--- src/rtl/cipher_pkg.sv ---
// Shared definitions for the encryption pipeline: character width, the NUL
// terminator value and the ciphertext buffer output-FSM states.
package cipher_pkg;

  localparam int unsigned CHAR_W = 8;
  localparam logic [CHAR_W-1:0] NUL_CHAR = 8'h00;

  typedef enum logic [1:0] {
    HOLD,
    SEND,
    FORCE
  } buf_state_t;

endpackage

--- src/rtl/sync_fifo.sv ---
// First-word fall-through synchronous FIFO with wrap-bit pointers.
// dout_o reads as zero while empty so the head never shows stale storage.
module sync_fifo #(
  parameter int unsigned WIDTH = 9,
  parameter int unsigned DEPTH = 16
) (
  input  logic             clk_i,
  input  logic             rst_i,
  input  logic             push_i,
  input  logic             pop_i,
  input  logic [WIDTH-1:0] din_i,
  output logic [WIDTH-1:0] dout_o,
  output logic             full_o,
  output logic             empty_o
);

  localparam int unsigned AW = $clog2(DEPTH);

  logic [AW:0]      wptr_q, rptr_q;
  logic [WIDTH-1:0] mem_q [DEPTH];
  logic             do_push, do_pop;

  assign empty_o = (wptr_q == rptr_q);
  assign full_o  = (wptr_q[AW] != rptr_q[AW]) && (wptr_q[AW-1:0] == rptr_q[AW-1:0]);

  // A push into a full FIFO is accepted only when a pop frees the slot.
  assign do_pop  = pop_i && !empty_o;
  assign do_push = push_i && (!full_o || do_pop);

  always_ff @(posedge clk_i or posedge rst_i) begin
    if (rst_i) begin
      wptr_q <= '0;
      rptr_q <= '0;
    end else begin
      if (do_push) wptr_q <= wptr_q + (AW + 1)'(1);
      if (do_pop)  rptr_q <= rptr_q + (AW + 1)'(1);
    end
  end

  always_ff @(posedge clk_i) begin
    if (do_push) mem_q[wptr_q[AW-1:0]] <= din_i;
  end

  assign dout_o = empty_o ? '0 : mem_q[rptr_q[AW-1:0]];

endmodule

--- src/rtl/ciphertext_buffer.sv ---
// Buffers ciphertext characters with message boundaries, drops and counts
// invalid characters, and streams them out cut-through or store-and-forward.
module ciphertext_buffer
  import cipher_pkg::*;
#(
  parameter int unsigned DEPTH     = 16,
  parameter int unsigned ERR_CNT_W = 8,
  parameter int unsigned STORE_FWD = 1
) (
  input  logic                 clk,
  input  logic                 rst,
  input  logic                 C_ready,
  input  logic [CHAR_W-1:0]    Char_ciphertext,
  input  logic                 err_invalid_ptxt,
  input  logic                 msg_end,
  output logic [CHAR_W-1:0]    out_data,
  output logic                 out_last,
  output logic                 out_valid,
  input  logic                 out_ready,
  output logic                 full,
  output logic                 overflow,
  output logic [ERR_CNT_W-1:0] err_count
);

  localparam int unsigned CW = $clog2(DEPTH) + 1;

  logic              wr_req, wr_last;
  logic [CHAR_W-1:0] wr_char;
  logic              pop, push_ok, empty;
  logic [CHAR_W:0]   head;

  logic [CW-1:0]          msg_cnt_q, msg_cnt_d;
  logic [ERR_CNT_W-1:0]   err_count_q, err_count_d;
  logic                   overflow_q, overflow_d;
  buf_state_t             state_q, state_d;

  always_comb begin
    wr_req  = 1'b0;
    wr_last = 1'b0;
    wr_char = NUL_CHAR;
    if (C_ready && !err_invalid_ptxt) begin
      wr_req  = 1'b1;
      wr_char = Char_ciphertext;
      wr_last = msg_end;
    end else if (msg_end) begin
      // Boundary with no character of its own: emit a NUL terminator.
      wr_req  = 1'b1;
      wr_last = 1'b1;
    end
  end

  assign pop     = out_valid && out_ready;
  assign push_ok = wr_req && (!full || pop);

  sync_fifo #(
    .WIDTH (CHAR_W + 1),
    .DEPTH (DEPTH)
  ) u_fifo (
    .clk_i   (clk),
    .rst_i   (rst),
    .push_i  (push_ok),
    .pop_i   (pop),
    .din_i   ({wr_char, wr_last}),
    .dout_o  (head),
    .full_o  (full),
    .empty_o (empty)
  );

  assign out_data = head[CHAR_W:1];
  assign out_last = head[0];

  always_comb begin
    msg_cnt_d = msg_cnt_q;
    unique case ({push_ok && wr_last, pop && out_last})
      2'b10:   msg_cnt_d = msg_cnt_q + CW'(1);
      2'b01:   msg_cnt_d = msg_cnt_q - CW'(1);
      default: msg_cnt_d = msg_cnt_q;
    endcase
  end

  always_comb begin
    err_count_d = err_count_q;
    if (C_ready && err_invalid_ptxt && (err_count_q != '1)) begin
      err_count_d = err_count_q + ERR_CNT_W'(1);
    end
  end

  assign overflow_d = overflow_q || (wr_req && full && !pop);

  always_comb begin
    state_d = state_q;
    unique case (state_q)
      HOLD: begin
        if (msg_cnt_q != '0) state_d = SEND;
        else if (full)       state_d = FORCE;
      end
      SEND, FORCE: begin
        if (pop && out_last && (msg_cnt_d == '0)) state_d = HOLD;
      end
      default: state_d = HOLD;
    endcase
  end

  assign out_valid = (STORE_FWD != 0) ? ((state_q != HOLD) && !empty) : !empty;

  always_ff @(posedge clk or posedge rst) begin
    if (rst) begin
      msg_cnt_q   <= '0;
      err_count_q <= '0;
      overflow_q  <= 1'b0;
      state_q     <= HOLD;
    end else begin
      msg_cnt_q   <= msg_cnt_d;
      err_count_q <= err_count_d;
      overflow_q  <= overflow_d;
      state_q     <= state_d;
    end
  end

  assign overflow  = overflow_q;
  assign err_count = err_count_q;

endmodule

--- config.mk ---
export PLATFORM = sky130hd
export DESIGN_NAME = ciphertext_buffer
export DESIGN_NICKNAME = d
export VERILOG_FILES = /design/src/rtl/cipher_pkg.sv /design/src/rtl/sync_fifo.sv /design/src/rtl/ciphertext_buffer.sv
export SDC_FILE = /design/constraint.sdc
export NUM_CORES = 1
export LEC_CHECK = 0
export CAP_MARGIN = 20
export CORE_MARGIN = 2
export CORE_UTILIZATION = 55
export DETAILED_ROUTE_END_ITERATION = 10
export PLACE_DENSITY = 0.74
export SYNTH_ARGS = -nofsm -noshare
export SYNTH_HDL_FRONTEND = slang
export SYNTH_HIERARCHICAL = 1
export SYNTH_SLANG_ARGS = --single-unit
--- constraint.sdc ---
create_clock -name clk -period 4.7 [get_ports clk]
set_clock_uncertainty 0.1 [all_clocks]
set_input_delay 1.41 -clock clk [delete_from_list [all_inputs] [get_ports clk]]
set_output_delay 1.41 -clock clk [all_outputs]
set_load 0.02 [all_outputs]
==> flow_metrics.env <==
export IMPL_place_gp_congestion=0.829
export IMPL_hold_path_class="reg -> reg"
export IMPL_ys_ff_latch=170
export IMPL_num_vias=3809
export IMPL_viasPerCell=5.97
export IMPL_path_clk_slew_ps=60
export IMPL_h_tree_depth=4
export IMPL_clock_latency_ps=420
export IMPL_slew_viol_final=0
export IMPL_design_area_mm2=0.00842
export IMPL_start_kind="flip-flop"
export IMPL_layout_drive_gt1_share=0.212
export IMPL_grt_pass1_vias=3911
export IMPL_relSlewSlack=0.527
export IMPL_multi_input_area_mm2=0.00204
export IMPL_syn_inst=404
export IMPL_dp_hpwl_mm=9.56
export IMPL_area_growth_pct=16.8
export IMPL_fillerInstances=900
export IMPL_tightest_slew_ps=709
export IMPL_grt_ovfl_total=0
export IMPL_cts_resized=0
export IMPL_port_buffers=33
export IMPL_switching_share=0.321
export IMPL_syn_nets=428
export IMPL_cp_slowest_cell="dfrtp_1"
export IMPL_synth_edf_count=144
export IMPL_powerDensity_mw_per_mm2=686
export IMPL_initial_core_util=0.567
export IMPL_die_h_um=118
export IMPL_antenna_found_initial=0
export IMPL_grt_max_degree=17
export IMPL_drtAntennaViolNets=0
export IMPL_clockBufferDepth=2
export IMPL_first_pass_iters=4
export IMPL_p_clk_frac=0.274
export IMPL_register_area_mm2=0.00498
export IMPL_power_leakage_nw=3.00
export IMPL_final_common_cell="edfxtp_1"
export IMPL_io_pins=34
export IMPL_synthArstFlopShare=0.153
export IMPL_postCtsSetupBuffers=0
export IMPL_cp_common_cell="buf_4"
export IMPL_clock_root_buffer="clkbuf_16"
export IMPL_grt_setup_unrepaired="no"
export IMPL_p_seq_frac=0.372
export IMPL_avgRoutedWirePerCell_um=22.8
export IMPL_final_cell_mix="edfxtp_1, mux4_2, clkdlybuf4s50_1, dfrtp_1, buf_4"
export IMPL_numCtsBuffers=17
export IMPL_path_class="reg -> out"
export IMPL_yosysWarningCount=6
export IMPL_dpl_cell_area_mm2=0.00774
export IMPL_synth_cell_types=52
export IMPL_endpoint_kind="output port"
export IMPL_hold_viol=0
export IMPL_cts_hold_buf=0
export IMPL_fmax_mhz=225
export IMPL_wl_mm=14.6
export IMPL_synth_ff_type="edfxtp_1"
export IMPL_crit_buf_inv=3
export IMPL_cts_tree="done"
export IMPL_n_antenna_cell=0
export IMPL_worst_ep_arrival_time_ps=2940
export IMPL_syn_area_per_cell_um2=17.8
export IMPL_crit_chain="buf_4 > buf_4 > mux4_2 > a22oi_1 > a21oi_1 > clkdlybuf4s50_1"
export IMPL_period_minus_slack_ps=4450
export IMPL_ys_seq_area_frac=0.690
export IMPL_switching_power_w=0.00185
export IMPL_design_core_area_mm2=0.0127
export IMPL_nets=478
export IMPL_fin_crit_sh=0.946
export IMPL_rows=41
export IMPL_ir_drop_mv=0.423
export IMPL_drt_iter0_markers=361
export IMPL_share_comb_of_total_power=0.354
export IMPL_die_area_mm2=0.0140
export IMPL_drc_errors=0
export IMPL_cts_sinks=170
export IMPL_finalSetupTns_ps=0
export IMPL_cap_violations=0
export IMPL_slowest_delay_ps=720
export IMPL_setup_violations_final=0
export IMPL_netlist_area_mm2=0.00721
export IMPL_critPathMaxFanout=12
export IMPL_cp_data_required_time_ps=3190
export IMPL_die_w_um=118
export IMPL_status="finished, final reports clean"
export IMPL_cp_top_family="buffers and inverters"
export IMPL_grt_pass1_wl_mm=22.7
export IMPL_internal_power_w=0.00392
export IMPL_globalRouteTotalUtil=0.223
## cell families (layout without fill, tap and decap cells)
family                     count (synthesis)  in the layout  share of synthesized area
DFF                                      170            170                      0.690
and+or+nand+nor                           82             82                     0.0646
AOI/OAI and AO/OA                         48             48                     0.0500
muxes                                     40             40                      0.119
buffers and inverters                     31             93                     0.0269
xor gates and xnor gates                  23             23                     0.0326
adders and majority gates                 10             10                     0.0174
## worst register-to-register path: stages (launching register included)
cell,delay [ps]
dfrtp_1,720
buf_4,330
mux4_2,330
a22oi_1,270
a21oi_1,210
and3_2,270
ha_1,290
xor2_1,210
ha_1,240
a211o_1,140
nand2_1,70
o31a_2,350
or2_4,260
o41a_1,360
## metrics by stage
| step | util | hold WS (ps) | std cells | worst slack, ps | power (W) |
|---|---|---|---|---|---|
| final | 0.662 | 397 | 638 | 254 | 0.00577 |
| after global placement | 0.609 | 375 | 607 | 529 | 0.00413 |
| after floorplan | - | 362 | 404 | 840 | 0.00354 |
| after global routing | 0.662 | 401 | 638 | 112 | 0.00604 |
| after CTS | 0.662 | 391 | 638 | 203 | 0.00580 |
| after detailed placement | 0.609 | 370 | 607 | 424 | 0.00420 |
## power by group through the flow
stage / sequential, W / clock [W] / combinational [W]
2_1_floorplan: 0.00205 / 0 / 0.00148
5_1_grt: 0.00218 / 0.00166 / 0.00220
3_3_place_gp: 0.00215 / 0 / 0.00199
6_report: 0.00215 / 0.00158 / 0.00204
4_1_cts: 0.00214 / 0.00160 / 0.00205
3_5_place_dp: 0.00217 / 0 / 0.00203
## synthesized netlist by cell type (all sizes together), types with 11 or more instances
master / n / area, um^2
xor2: 11 / 96.3
a22oi: 18 / 135
mux4: 36 / 811
and3: 14 / 88.8
a21oi: 14 / 70.1
nand2: 11 / 41.3
xnor2: 12 / 139
buf: 16 / 128
nor2: 17 / 63.8
dfrtp: 26 / 651
edfxtp: 144 / 4320
## layer usage
metal / vias up / global-route usage / part of all wire / routed length, um
li1: 1690 / - / - / -
met5: - / 0 / 0 / 0
met1: 1999 / 0.298 / 0.41 / 6000
met2: 109 / 0.361 / 0.52 / 7520
met3: 11 / 0.0666 / 0.062 / 897
met4: 0 / 0.0625 / 0.0088 / 128
## worst paths after layout
path / from / end / slack [ps] / cells after the start
min in group asynchronous: rst / u_fifo/wptr_q[2]$_DFFE_PP0P_ / 1210 / 2
hold reg to reg: overflow$_DFF_PP0_ / overflow$_DFF_PP0_ / 400 / 1
setup / recovery: u_fifo/rptr_q[1]$_DFFE_PP0P_ / out_data[3] / 250 / 6
hold / removal: overflow$_DFF_PP0_ / overflow$_DFF_PP0_ / 400 / 1
max in group asynchronous: rst / err_count[4]$_DFFE_PP0P_ / 2800 / 2
setup reg to reg: u_fifo/rptr_q[1]$_DFFE_PP0P_ / state_q[1]$_DFFE_PP0P_ / 430 / 13
## registers in the layout, summed over array words and instances (netlist names)
name	count
err_count	8
msg_cnt_q	5
overflow	1
state_q	2
u_fifo/mem_q	144
u_fifo/rptr_q	5
u_fifo/wptr_q	5
## area by class of cell
type | instances | share of cell area
Multi-Input combinational cell | 203 | 0.242
Inverter | 10 | 0.00446
Clock inverter | 13 | 0.0296
Tap cell | 172 | 0.0256
Sequential cell | 170 | 0.591
Timing Repair Buffer | 52 | 0.0562
Clock buffer | 18 | 0.0510
No activity file was read; power rests on OpenSTA's default activity.
